==> src/rtl/piso_pkg.sv <==
// piso_pkg: shared types and helpers for the piso serializer.
// Holds the FSM state encoding and the bit-counter width helper.
package piso_pkg;

  typedef enum logic [1:0] {
    IDLE,
    START,
    DATA,
    STOP
  } piso_state_t;

  function automatic int piso_cnt_w(input int n);
    return $clog2(n + 1);
  endfunction

endpackage

==> src/rtl/piso_bit_counter.sv <==
// piso_bit_counter: clearable up-counter of data bits shifted out.
// Ports: i_clk, i_rst (sync, active-high), i_clr, i_inc, o_last (count==N-1).
module piso_bit_counter
  import piso_pkg::*;
#(
  parameter int N = 8
) (
  input  logic i_clk,
  input  logic i_rst,
  input  logic i_clr,
  input  logic i_inc,
  output logic o_last
);

  localparam int W = piso_cnt_w(N);
  localparam logic [W-1:0] LAST = W'(N - 1);
  localparam logic [W-1:0] ONE = W'(1);

  logic [W-1:0] count;

  always_ff @(posedge i_clk) begin
    if (i_rst) begin
      count <= '0;
    end else if (i_clr) begin
      count <= '0;
    end else if (i_inc) begin
      count <= count + ONE;
    end
  end

  assign o_last = (count == LAST);

endmodule

==> src/rtl/piso.sv <==
// piso: parallel-in/serial-out shifter, LSB first, one bit per i_shift.
// Ports: i_clk, i_rst (sync, active-high), i_data[N-1:0], i_load,
//   o_ready, i_shift, o_data, o_busy, o_done.
// Define PISO_FRAME_EN to wrap each word in START(~R)/STOP(R) bits.
module piso
  import piso_pkg::*;
#(
  parameter int   N = 8,
  parameter logic R = 1'b0
) (
  input  logic         i_clk,
  input  logic         i_rst,
  input  logic [N-1:0] i_data,
  input  logic         i_load,
  output logic         o_ready,
  input  logic         i_shift,
  output logic         o_data,
  output logic         o_busy,
  output logic         o_done
);

  generate
    if (N < 1) begin : g_bad_n
      $error("piso: N must be >= 1");
    end
  endgenerate

  piso_state_t  state;
  logic [N-1:0] sreg;
  logic [N-1:0] shr;
  logic         last;
  logic         load_ok;
  logic         bit_inc;

  // Shift toward LSB, idle level enters at the top.
  always_comb begin
    shr = sreg >> 1;
    shr[N-1] = R;
  end

  assign load_ok = (state == IDLE) && i_load;
  assign bit_inc = (state == DATA) && i_shift;

  piso_bit_counter #(
    .N(N)
  ) u_cnt (
    .i_clk (i_clk),
    .i_rst (i_rst),
    .i_clr (load_ok),
    .i_inc (bit_inc),
    .o_last(last)
  );

  always_ff @(posedge i_clk) begin
    if (i_rst) begin
      state  <= IDLE;
      sreg   <= {N{R}};
      o_data <= R;
      o_done <= 1'b0;
    end else begin
      o_done <= 1'b0;
      unique case (state)
        IDLE: begin
          if (i_load) begin
            sreg <= i_data;
`ifdef PISO_FRAME_EN
            state  <= START;
            o_data <= ~R;
`else
            state  <= DATA;
            o_data <= i_data[0];
`endif
          end
        end
`ifdef PISO_FRAME_EN
        START: begin
          if (i_shift) begin
            state  <= DATA;
            o_data <= sreg[0];
          end
        end
        STOP: begin
          if (i_shift) begin
            state  <= IDLE;
            o_data <= R;
            o_done <= 1'b1;
          end
        end
`endif
        DATA: begin
          if (i_shift) begin
            sreg <= shr;
            if (last) begin
              o_data <= R;
`ifdef PISO_FRAME_EN
              state  <= STOP;
`else
              state  <= IDLE;
              o_done <= 1'b1;
`endif
            end else begin
              o_data <= shr[0];
            end
          end
        end
        default: state <= IDLE;
      endcase
    end
  end

  assign o_busy  = (state != IDLE);
  assign o_ready = (state == IDLE);

endmodule

==> config.mk <==
export PLATFORM = sky130hd
export DESIGN_NAME = piso
export DESIGN_NICKNAME = d
export VERILOG_FILES = /design/src/rtl/piso_pkg.sv /design/src/rtl/piso_bit_counter.sv /design/src/rtl/piso.sv
export SDC_FILE = /design/constraint.sdc
export NUM_CORES = 1
export LEC_CHECK = 0
export ABC_AREA = 1
export ABC_CLOCK_PERIOD_IN_PS = 1000
export CAP_MARGIN = 10
export CORE_MARGIN = 10
export CORE_UTILIZATION = 43
export CTS_CLUSTER_SIZE = 24
export DETAILED_ROUTE_END_ITERATION = 7
export GPL_TIMING_DRIVEN = 0
export PLACE_DENSITY = 0.78
export SETUP_SLACK_MARGIN = 0.5
export SYNTH_ARGS = -nofsm -noshare
export SYNTH_HDL_FRONTEND = slang
export SYNTH_SLANG_ARGS = --single-unit
==> constraint.sdc <==
create_clock -name i_clk -period 1 [get_ports i_clk]
set_clock_uncertainty 0.05 [all_clocks]
set_input_delay 0.1 -clock i_clk [delete_from_list [all_inputs] [get_ports i_clk]]
set_output_delay 0.1 -clock i_clk [all_outputs]
set_load 0.005 [all_outputs]
# After elaboration in Yosys (flattened, before gate mapping)
# Index checks and enable logic that the tools add are counted.
# totals
regBits	16
in_bits	12
wordCells	34
# classes
n_addsub	1
eq_ne	5
mux	12
bitwise_logic	2
reduce_logical	9
# ops
op	count
$mux 8	2
$pmux 8 s2	1
$mux 2	3
$ne 2x2->1 const B	3
$reduce_and 3->1	2
$add 4x1->4 const B	1
$eq 4x3->1 const B	1
$mux 1	4
$pmux 2 s2	1
$reduce_bool 2->1	2
$reduce_or 3->1	1
$eq 2x2->1 const B	1
$logic_and 1x1->1	2
$logic_not 2->1	1
$not 1->1	2
$pmux 1 s2	1
$reduce_or 2->1	1

# Longest topological paths before layout
# Gate-level depths: netlist of run 1.
# depth
ltp_word	4
mapped_depth	7
ltp_nobuf	6

# Cells and area by module
# A second synthesis of run 1 with hierarchy kept.
# unflattened
hier_cells	102
hier_area_um2	691.9
# by_module_without_submodules
module	n_inst	cells_per_inst	area_each_um2
piso	1	78	518.0
piso_bit_counter	1	24	173.9

# Worst setup path after synthesis of run 1
# No wires, ideal clock.
# synth_path
path_kind	register to register
startpoint	reg state[1]
endpoint	reg sreg[2]
setup_time_ns	0.116
arrival_ns	0.881
slack_ns	-0.047
stages_incl_launch_ff	7
n_path_buf	1
synth_period_minus_slack_ns	1.047
cell_sequence	dfxtp_1 buf_6 inv_8 nand2_8 nand2_8 o21ai_0 nor2_1
# synth_between
elab_chain_cells	3
elab_cells_between_ends	7
cone_classes	eq/ne (3); mux (1); reduce/logical (3)
# synth_rtl
element	line	rtl
start, declared	piso.sv:28	piso_state_t state;
start signal, assigned	piso.sv:56	state <= IDLE;
start signal, assigned	piso.sv:70	state <= DATA;
start signal, assigned	piso.sv:98	state <= IDLE;
$logic_not 2->1 (*)	--	
net o_ready	piso.sv:15	output logic o_ready,
$ne 2x2->1 (no line) / $reduce_bool 2->1 (equally long branches)	--	
$reduce_and 3->1 (no line)	--	
end signal, assigned	piso.sv:57	sreg <= {N{R}};
end signal, assigned	piso.sv:65	sreg <= i_data;
end signal, assigned	piso.sv:92	sreg <= shr;
end, declared	piso.sv:29	logic [N-1:0] sreg;
# Mark *: on every way through the listed nets, which the timed path passes. The rest lies on a longest branch.
# A chain may end at the register's enable or synchronous reset.

# Worst setup path after layout of run 1
# layout_path
startpoint	reg state[1]
endpoint	reg sreg[2]
# layout_between
elab_chain_cells	3
elab_cells_between_ends	7
cone_classes	eq/ne (3); mux (1); reduce/logical (3)
# layout_rtl
element	line	rtl
$eq 2x2->1 / $logic_not 2->1 (equally long branches)	piso.sv:62	unique case (state)
$ne 2x2->1 (no line) / $reduce_bool 2->1 (equally long branches)	--	
$reduce_and 3->1 (no line)	--	
# Parallel ways exist; a longest one is shown, timed or not.

==> results of run 1 <==
==> how the worst max path moves through the flow <==
stage | from | to | slack (ns) | depth (start not counted)
floorplan | state[1] | sreg[2] | -0.02 | 7
global placement | i_load | sreg[6] | -0.28 | 6
detailed placement | i_load | sreg[5] | -0.30 | 6
CTS | state[1] | sreg[6] | -0.15 | 7
global route | state[1] | sreg[5] | -0.22 | 7
finish | state[1] | sreg[2] | -0.16 | 7
==> sequential cells by signal (all words and copies together) (netlist names) <==
name and flops:
state 1, o_data 1, u_cnt.count 4, o_done 1
sreg 7
==> synthesized netlist by cell type <==
master    count  area [µm²]
clkinv_4      1        8.76
dfxtp_1      14         280
nand2_1      29         109
nand2_8       3        60.1
nor4_1        1        6.26
nand2_4       1        11.3
o21ai_0       6        30.0
o21ai_1       1        5.00
nor2_1       18        67.6
nor3_2        1        10.0
inv_8         1        11.3
clkinv_2      1        5.00
a21oi_1       5        25.0
nand3_1       4        20.0
ha_1          1        12.5
nand3b_1      1        7.51
nor2_4        1        11.3
inv_1         5        18.8
buf_6         1        11.3
==> metrics by stage <==
stage                     instance area, µm²  util [%]  instances  total power [W]  hold slack, ns
after floorplan                          733         -         95         0.000775           0.119
after global placement                   903      58.6        126         0.000867           0.422
after detailed placement                 903      58.6        126         0.000872           0.424
after CTS                               1030      67.1        136          0.00134           0.336
after global routing                    1080      69.9        138          0.00143           0.356
final                                   1080      69.9        138          0.00136           0.345
==> power breakdown <==
group	total (W)	leakage (nW)	switching, W	internal, W
clock network	0.000419	0.0210	0.000197	0.000222
logic	0.000325	0.324	0.000159	0.000166
registers	0.000615	0.116	0.0000214	0.000593
total	0.00136	0.462	0.000378	0.000982
==> kinds of logic after synthesis <==
group / after synthesis / share of synthesized area (%)
simple gates: 59 / 42.6
compound gates: 12 / 8.45
fa+ha+maj: 1 / 1.76
buf+inv: 9 / 7.75
flops: 14 / 39.4
==> worst max-delay path, stage by stage (launching register included) <==
cell and delay [ns]:
dfxtp_2 0.36, buf_12 0.13, buf_12 0.12, nand2_8 0.09, nand2_8 0.12, clkinv_8 0.07
nor2_2 0.08, nor2_1 0.05
==> repair_timing <==
action,in CTS,in global routing
setup buffers,6,2
setup endpoints to repair,18,18
pin swaps,4,3
gates resized for setup,28,6
cloned,0,0
==> metal layers <==
layer	part of all wire (%)	up-vias	routed length, µm	global-route usage (%)
met5	0	-	0	0
met2	45	20	802	15.0
met3	9.1	4	161	4.18
met1	43	325	765	11.4
met4	2.0	0	36	5.64
li1	-	360	-	-
==> layout make-up <==
type / instances / area share [%]
inverters: 8 / 5.57
multi-input cells: 72 / 39.0
well taps: 16 / 1.86
plain buffers: 1 / 1.86
clock buffers: 4 / 3.37
repair buffers: 23 / 21.8
flip-flops and latches: 14 / 26.5
==> flow_summary.ini, run 1 <==
[run_status]
status = complete, but fails checks
violations = negative setup slack

[floorplan]
io_pins = 16
rows = 14
core_area_um2 = 1540
dieWidth_um = 60.7
initial_core_util_pct = 46.1
dieHeight_um = 60.7
die_area_um2 = 3680

[placed_design]
dp_hpwl_um = 1140
io_buffers = 15
place_congestion = 0.772
dp_slack_ns = -0.303

[setup_path]
arrival_ns = 1.30
start_kind = register
reg2reg_from = state[1]
worstSetupPathType = register to register
required_ns = 1.14
r2r_cells = 7
r2r_slack_ns = -0.16
crit_path_max_fanout = 8
end_kind = register
rr_endpoint = sreg[2]

[timing]
hold_viol = 0
tns_ns = -1.99
tightest_slew_ns = 0.315
post-route-min-period_ns = 1.16
fin_ws_ns = -0.162
fmax_ghz = 0.860
post-route-period-util_pct = 116
finalSetupViolCount = 16
slew_viol_final = 0
slew_headroom_pct = 79.0
rsz0062_at_grt = yes

[cells_and_area]
most-common-layout-cells = nand2_1, nor2_1, clkdlybuf4s50_1, dfxtp_1, o21ai_1
seqCellArea_um2 = 285
nFillCells = 127
layout.nets = 136
drive_above_1_share_pct = 31.1
final_common_cell = nand2_1
multi_input_area_um2 = 420
diodes = 0
area_growth_pct = 51.6

[clock_network]
clockBufferDepth = 2
path_clk_slew_ns = 0.09
ctsHoldBuffers = 0
clock_sinks = 14
cts_tree = done
htreeDepth = 1
cts_root_buf = clkbuf_4
insertion_delay_ns = 0.29
cts_buffers = 3

[min_path]
min_from = i_data[7]
worstHoldPathType = primary input to register
hold_end = sreg[7]
hold_depth = 3

[route]
first_pass_iters = 4
drc = 0
wl_per_cell_um = 12.8
wl_um = 1770
postRouteAntennaNets = 0
drt_iter0_markers = 14
num_vias = 709
via_per_inst = 5.14

[yosys]
synth_nets = 108
yosys.cell_types.count = 19
synth_area_um2 = 711
yosysSeqAreaShare_pct = 39.4
ys_ff_latch = 14
synthCells = 95
avgSynthCellArea_um2 = 7.48
yosysWarnings = 0

[pwr]
power.leakage_nw = 0.462
power_density_nw_per_um2 = 1260
vdd_drop_max_uv = 852

[grt]
grt_usage_pct = 9.88
grt_max_degree = 10
grt_pass1_vias = 612
grt_pass1_wl_um = 2730
antenna_found_initial = 0
overflow = 0

[flow_run]
drv_cap = 0
Note: power is estimated with default switching activity, not from simulation.
==> run 2, diff against run 1 <==
- CORE_UTILIZATION: 43 -> 45
- CTS_BUF_LIST: not set -> sky130_fd_sc_hd__clkbuf_8
- PLACE_DENSITY: 0.78 -> 0.81
==> flow_summary.ini, run 2 (synthesis gave the netlist of run 1 again) <==
[timing]
rsz0062_at_grt = yes
tightest_slew_ns = 0.296
tns_ns = -1.76
hold_viol = 0
fmax_ghz = 0.861
post-route-period-util_pct = 116
post-route-min-period_ns = 1.16
slew_headroom_pct = 80.3
slew_viol_final = 0
finalSetupViolCount = 15
fin_ws_ns = -0.162

[run_status]
violations = negative setup slack
status = complete, but fails checks

[cells_and_area]
fin_util_pct = 70.3
final_common_cell = nand2_1
largest_reg_flops = 7
nFillCells = 120
most-common-layout-cells = nand2_1, nor2_1, clkdlybuf4s50_1, dfxtp_1, o21ai_1
area_growth_pct = 49.1
biggestRegsByFlops = sreg x7, u_cnt.count x4
drive_above_1_share_pct = 31.9
layout.nets = 133
final_cells = 135
top_register = sreg
diodes = 0

[route]
first_pass_iters = 4
postRouteAntennaNets = 0
num_vias = 670
via_per_inst = 4.96
drc = 0
drt_iter0_markers = 3
wl_per_cell_um = 12.4
wl_um = 1680

[pwr]
p_int_w = 0.00110
power.leakage_nw = 0.451
power_switching_share_pct = 26.4
vdd_drop_max_uv = 905
pwr-share-seq_pct = 41.3
power_density_nw_per_um2 = 1410
pwr-share-comb_pct = 21.0
power_w = 0.00149
pwr-share-clk_pct = 37.7
p_sw_w = 0.000393

[flow_run]
drv_cap = 0

[setup_path]
crit_chain = buf_12 -> buf_12 -> nand2_8 -> clkinv_2 -> nand2_1 -> nand2_1 -> a21oi_1
critical_path.max_stage_delay_ns = 0.33
crit_path_max_fanout = 7
path_delay_family = buffers and inverters
worst_path_max_delay_cell = dfxtp_2
r2r_slack_ns = -0.16
worstSetupPathType = register to register
crit_buf_inv = 3
arrival_ns = 1.29
start_kind = register
end_kind = register
required_ns = 1.13

[grt]
grt_max_degree = 10
grt_pass1_vias = 626
grtUsageMet3_pct = 5.72
grt_pass1_wl_um = 2770
antenna_found_initial = 0
grt_usage_pct = 10.2
grt_use_met2_pct = 18.5
overflow = 0
grt-busiest-layer = met2
grtUsageMet1_pct = 9.41

[placed_design]
io_buffers = 15
place_congestion = 0.747
dp_cells = 126
dp_slack_ns = -0.282
dp_hpwl_um = 1170

[floorplan]
dieHeight_um = 59.7
dieWidth_um = 59.7
initial_core_util_pct = 47.2
io_pins = 16
core_area_um2 = 1510
rows = 14
die_area_um2 = 3570

[clock_network]
path_clk_slew_ns = 0.06
insertion_delay_ns = 0.25
htreeDepth = 1
cts_buffers = 3
clock_sinks = 14
cts_tree = done
cts_root_buf = clkbuf_8
clockBufferDepth = 2

[min_path]
worstHoldPathType = primary input to register
run 2: changes by cell type in the layout (fill, tap and decap cells not counted), sizes merged:
| cell | change |
|---|---|
| inv | +1 |
| clkinv | -1 |
| buf | -3 |
run 2: worst paths after layout:
kind         depth (start not counted)        endpoint      startpoint
min                                  3         sreg[7]       i_data[7]
min reg2reg                          2  u_cnt.count[1]  u_cnt.count[1]
max                                  7  u_cnt.count[2]        state[1]
max reg2reg                          7  u_cnt.count[2]        state[1]
run 2: routing by layer:
| layer | routed length (µm) | share of wire, % | vias up |
|---|---|---|---|
| li1 | - | - | 347 |
| met1 | 629 | 38 | 311 |
| met2 | 899 | 54 | 10 |
| met3 | 133 | 7.9 | 2 |
| met4 | 14 | 0.83 | 0 |
| met5 | 0 | 0 | - |
run 2: worst reg2reg max path: stages (launching register included):
cell	delay, ns
dfxtp_2	0.33
buf_12	0.14
buf_12	0.13
nand2_8	0.11
clkinv_2	0.11
nand2_1	0.07
nand2_1	0.05
a21oi_1	0.12
run 2: area by class of cell:
cell class / instances / area [µm²] / share of cell area [%]
inverters: 8 / 51.3 / 4.84
well taps: 16 / 20.0 / 1.89
clock buffers: 4 / 55.1 / 5.19
plain buffers: 1 / 20.0 / 1.89
multi-input cells: 72 / 432 / 40.7
flip-flops and latches: 14 / 285 / 26.9
repair buffers: 20 / 196 / 18.5
run 2: power by group through the flow:
stage	Clock (W)	Sequential [W]	Combinational, W
final	0.000563	0.000617	0.000313
after global routing	0.000598	0.000622	0.000345
after CTS	0.000567	0.000616	0.000286
after detailed placement	0	0.000625	0.000248
after global placement	0	0.000623	0.000244
after floorplan	0	0.000621	0.000154
run 2: metrics by stage:
| stage | cell area [µm²] | hold WS, ns |
|---|---|---|
| CTS | 1010 | 0.378 |
| global placement | 903 | 0.421 |
| finish | 1060 | 0.398 |
| global route | 1060 | 0.407 |
| detailed placement | 903 | 0.434 |
| floorplan | 733 | 0.119 |
run 2: repair_timing:
| item | 4_1_cts | 5_1_grt |
|---|---|---|
| gates cloned | 0 | 0 |
| hold buffers | 0 | 0 |
| pin swaps | 3 | 3 |
| setup endpoints to repair | 18 | 18 |
| setup buffers | 4 | 1 |
| resized for setup | 24 | 12 |
==> run 3, diff against run 2 <==
- CORE_UTILIZATION: 45 -> 35
- PLACE_DENSITY: 0.81 -> 0.66
==> flow_summary.ini, run 3 (synthesis gave the netlist of run 1 again) <==
[floorplan]
rows = 16
io_pins = 16
initial_core_util_pct = 36.6
dieHeight_um = 65.1
core_area_um2 = 1940
die_area_um2 = 4230
dieWidth_um = 65.1

[setup_path]
end_kind = register
worst_path_max_delay_cell = dfxtp_2
crit_buf_inv = 3
crit_chain = buf_12 -> buf_12 -> nand2_8 -> nand2_8 -> clkinv_8 -> nor2_2 -> nor2_1
required_ns = 1.08
path_delay_family = flip-flops
arrival_ns = 1.26
critical_path.max_stage_delay_ns = 0.35
crit_path_max_fanout = 8
start_kind = register
worstSetupPathType = register to register

[min_path]
worstHoldPathType = primary input to register

[cells_and_area]
largest_reg_flops = 7
final_common_cell = nand2_1
biggestRegsByFlops = sreg x7, u_cnt.count x4
area_growth_pct = 59.2
top_register = sreg
fin_util_pct = 58.2
most-common-layout-cells = nand2_1, nor2_1, clkdlybuf4s50_1, dfxtp_1, buf_4
fin_area_um2 = 1130
drive_above_1_share_pct = 38.2
layout.nets = 137
diodes = 0
nFillCells = 189

[placed_design]
dp_slack_ns = -0.303
io_buffers = 15
place_congestion = 0.759
dp_hpwl_um = 1170
place_area_um2 = 917

[clock_network]
clock_sinks = 14
htreeDepth = 1
cts_root_buf = clkbuf_8
cts_buffers = 3
ctsHoldBuffers = 0
cts_tree = done
clockBufferDepth = 2
insertion_delay_ns = 0.24
path_clk_slew_ns = 0.06

[timing]
tightest_slew_ns = 0.276
hold_viol = 0
slew_viol_final = 0
post-route-min-period_ns = 1.17
fin_ws_ns = -0.170
fmax_ghz = 0.854
tns_ns = -1.82
slew_headroom_pct = 81.6
finalSetupViolCount = 16
post-route-period-util_pct = 117
rsz0062_at_grt = yes

[route]
drt_iter0_markers = 25
postRouteAntennaNets = 0
drc = 0
wl_um = 1650
via_per_inst = 4.47
first_pass_iters = 2
wl_per_cell_um = 11.0
num_vias = 670

[pwr]
power_density_nw_per_um2 = 1310
power.leakage_nw = 0.471
vdd_drop_max_uv = 714

[flow_run]
drv_cap = 0

[grt]
grt_pass1_wl_um = 2940
antenna_found_initial = 0
grt_usage_pct = 8.30
grt_pass1_vias = 631
overflow = 0
grt_max_degree = 11

[run_status]
violations = negative setup slack
status = complete, but fails checks
run 3: changes by cell type in the layout (fill, tap and decap cells not counted), sizes merged:
cell         change
buf              +5
clkinv           +1
inv              -1
dlygate4sd2      -1
run 3: layout make-up:
cell class                      count  area (µm²)  area share (%)
Multi-Input combinational cell     72         448            39.6
Buffer                              1        20.0            1.77
Sequential cell                    14         288            25.4
Tap cell                           27        33.8            2.99
Inverter                            8        60.1            5.31
Clock buffer                        4        55.1            4.87
Timing Repair Buffer               24         226            20.0
run 3: path summary, 6_finish.rpt:
path	from	end	slack, ns	cells after the start
max	state[1]	sreg[1]	-0.17	7
min	i_data[7]	sreg[7]	0.42	3
max reg2reg	state[1]	sreg[1]	-0.17	7
min reg2reg	sreg[7]	sreg[7]	0.45	2
run 3: worst register-to-register path, cell delays in order (launching register included):
cell and delay (ns):
dfxtp_2 0.35, buf_12 0.14, buf_12 0.11, nand2_8 0.08, nand2_8 0.13, clkinv_8 0.08
nor2_2 0.08, nor2_1 0.05
run 3: where the power goes:
part / leakage (nW) / switching [W] / internal [W]
registers: 0.117 / 0.0000199 / 0.000593
clock network: 0.0288 / 0.000191 / 0.000348
logic: 0.325 / 0.000162 / 0.000168
run 3: metrics by stage:
stage	instances	power [W]	hold slack, ns
floorplan	95	0.000775	0.119
global placement	137	0.000869	0.418
detailed placement	137	0.000873	0.420
CTS	145	0.00147	0.398
global route	150	0.00156	0.423
finish	150	0.00148	0.416
run 3: metal layers:
layer | track usage, % | up-vias | share of wire (%)
li1 | - | 357 | -
met1 | 9.51 | 305 | 41
met2 | 14.7 | 8 | 54
met3 | 2.75 | 0 | 4.7
met4 | 1.60 | 0 | 0
met5 | 0 | - | 0
run 3: what timing repair did:
action                     4_1_cts  5_1_grt
setup buffers                    4        5
gates resized for setup         29       17
setup endpoints to repair       18       18
pin swaps                        3        2
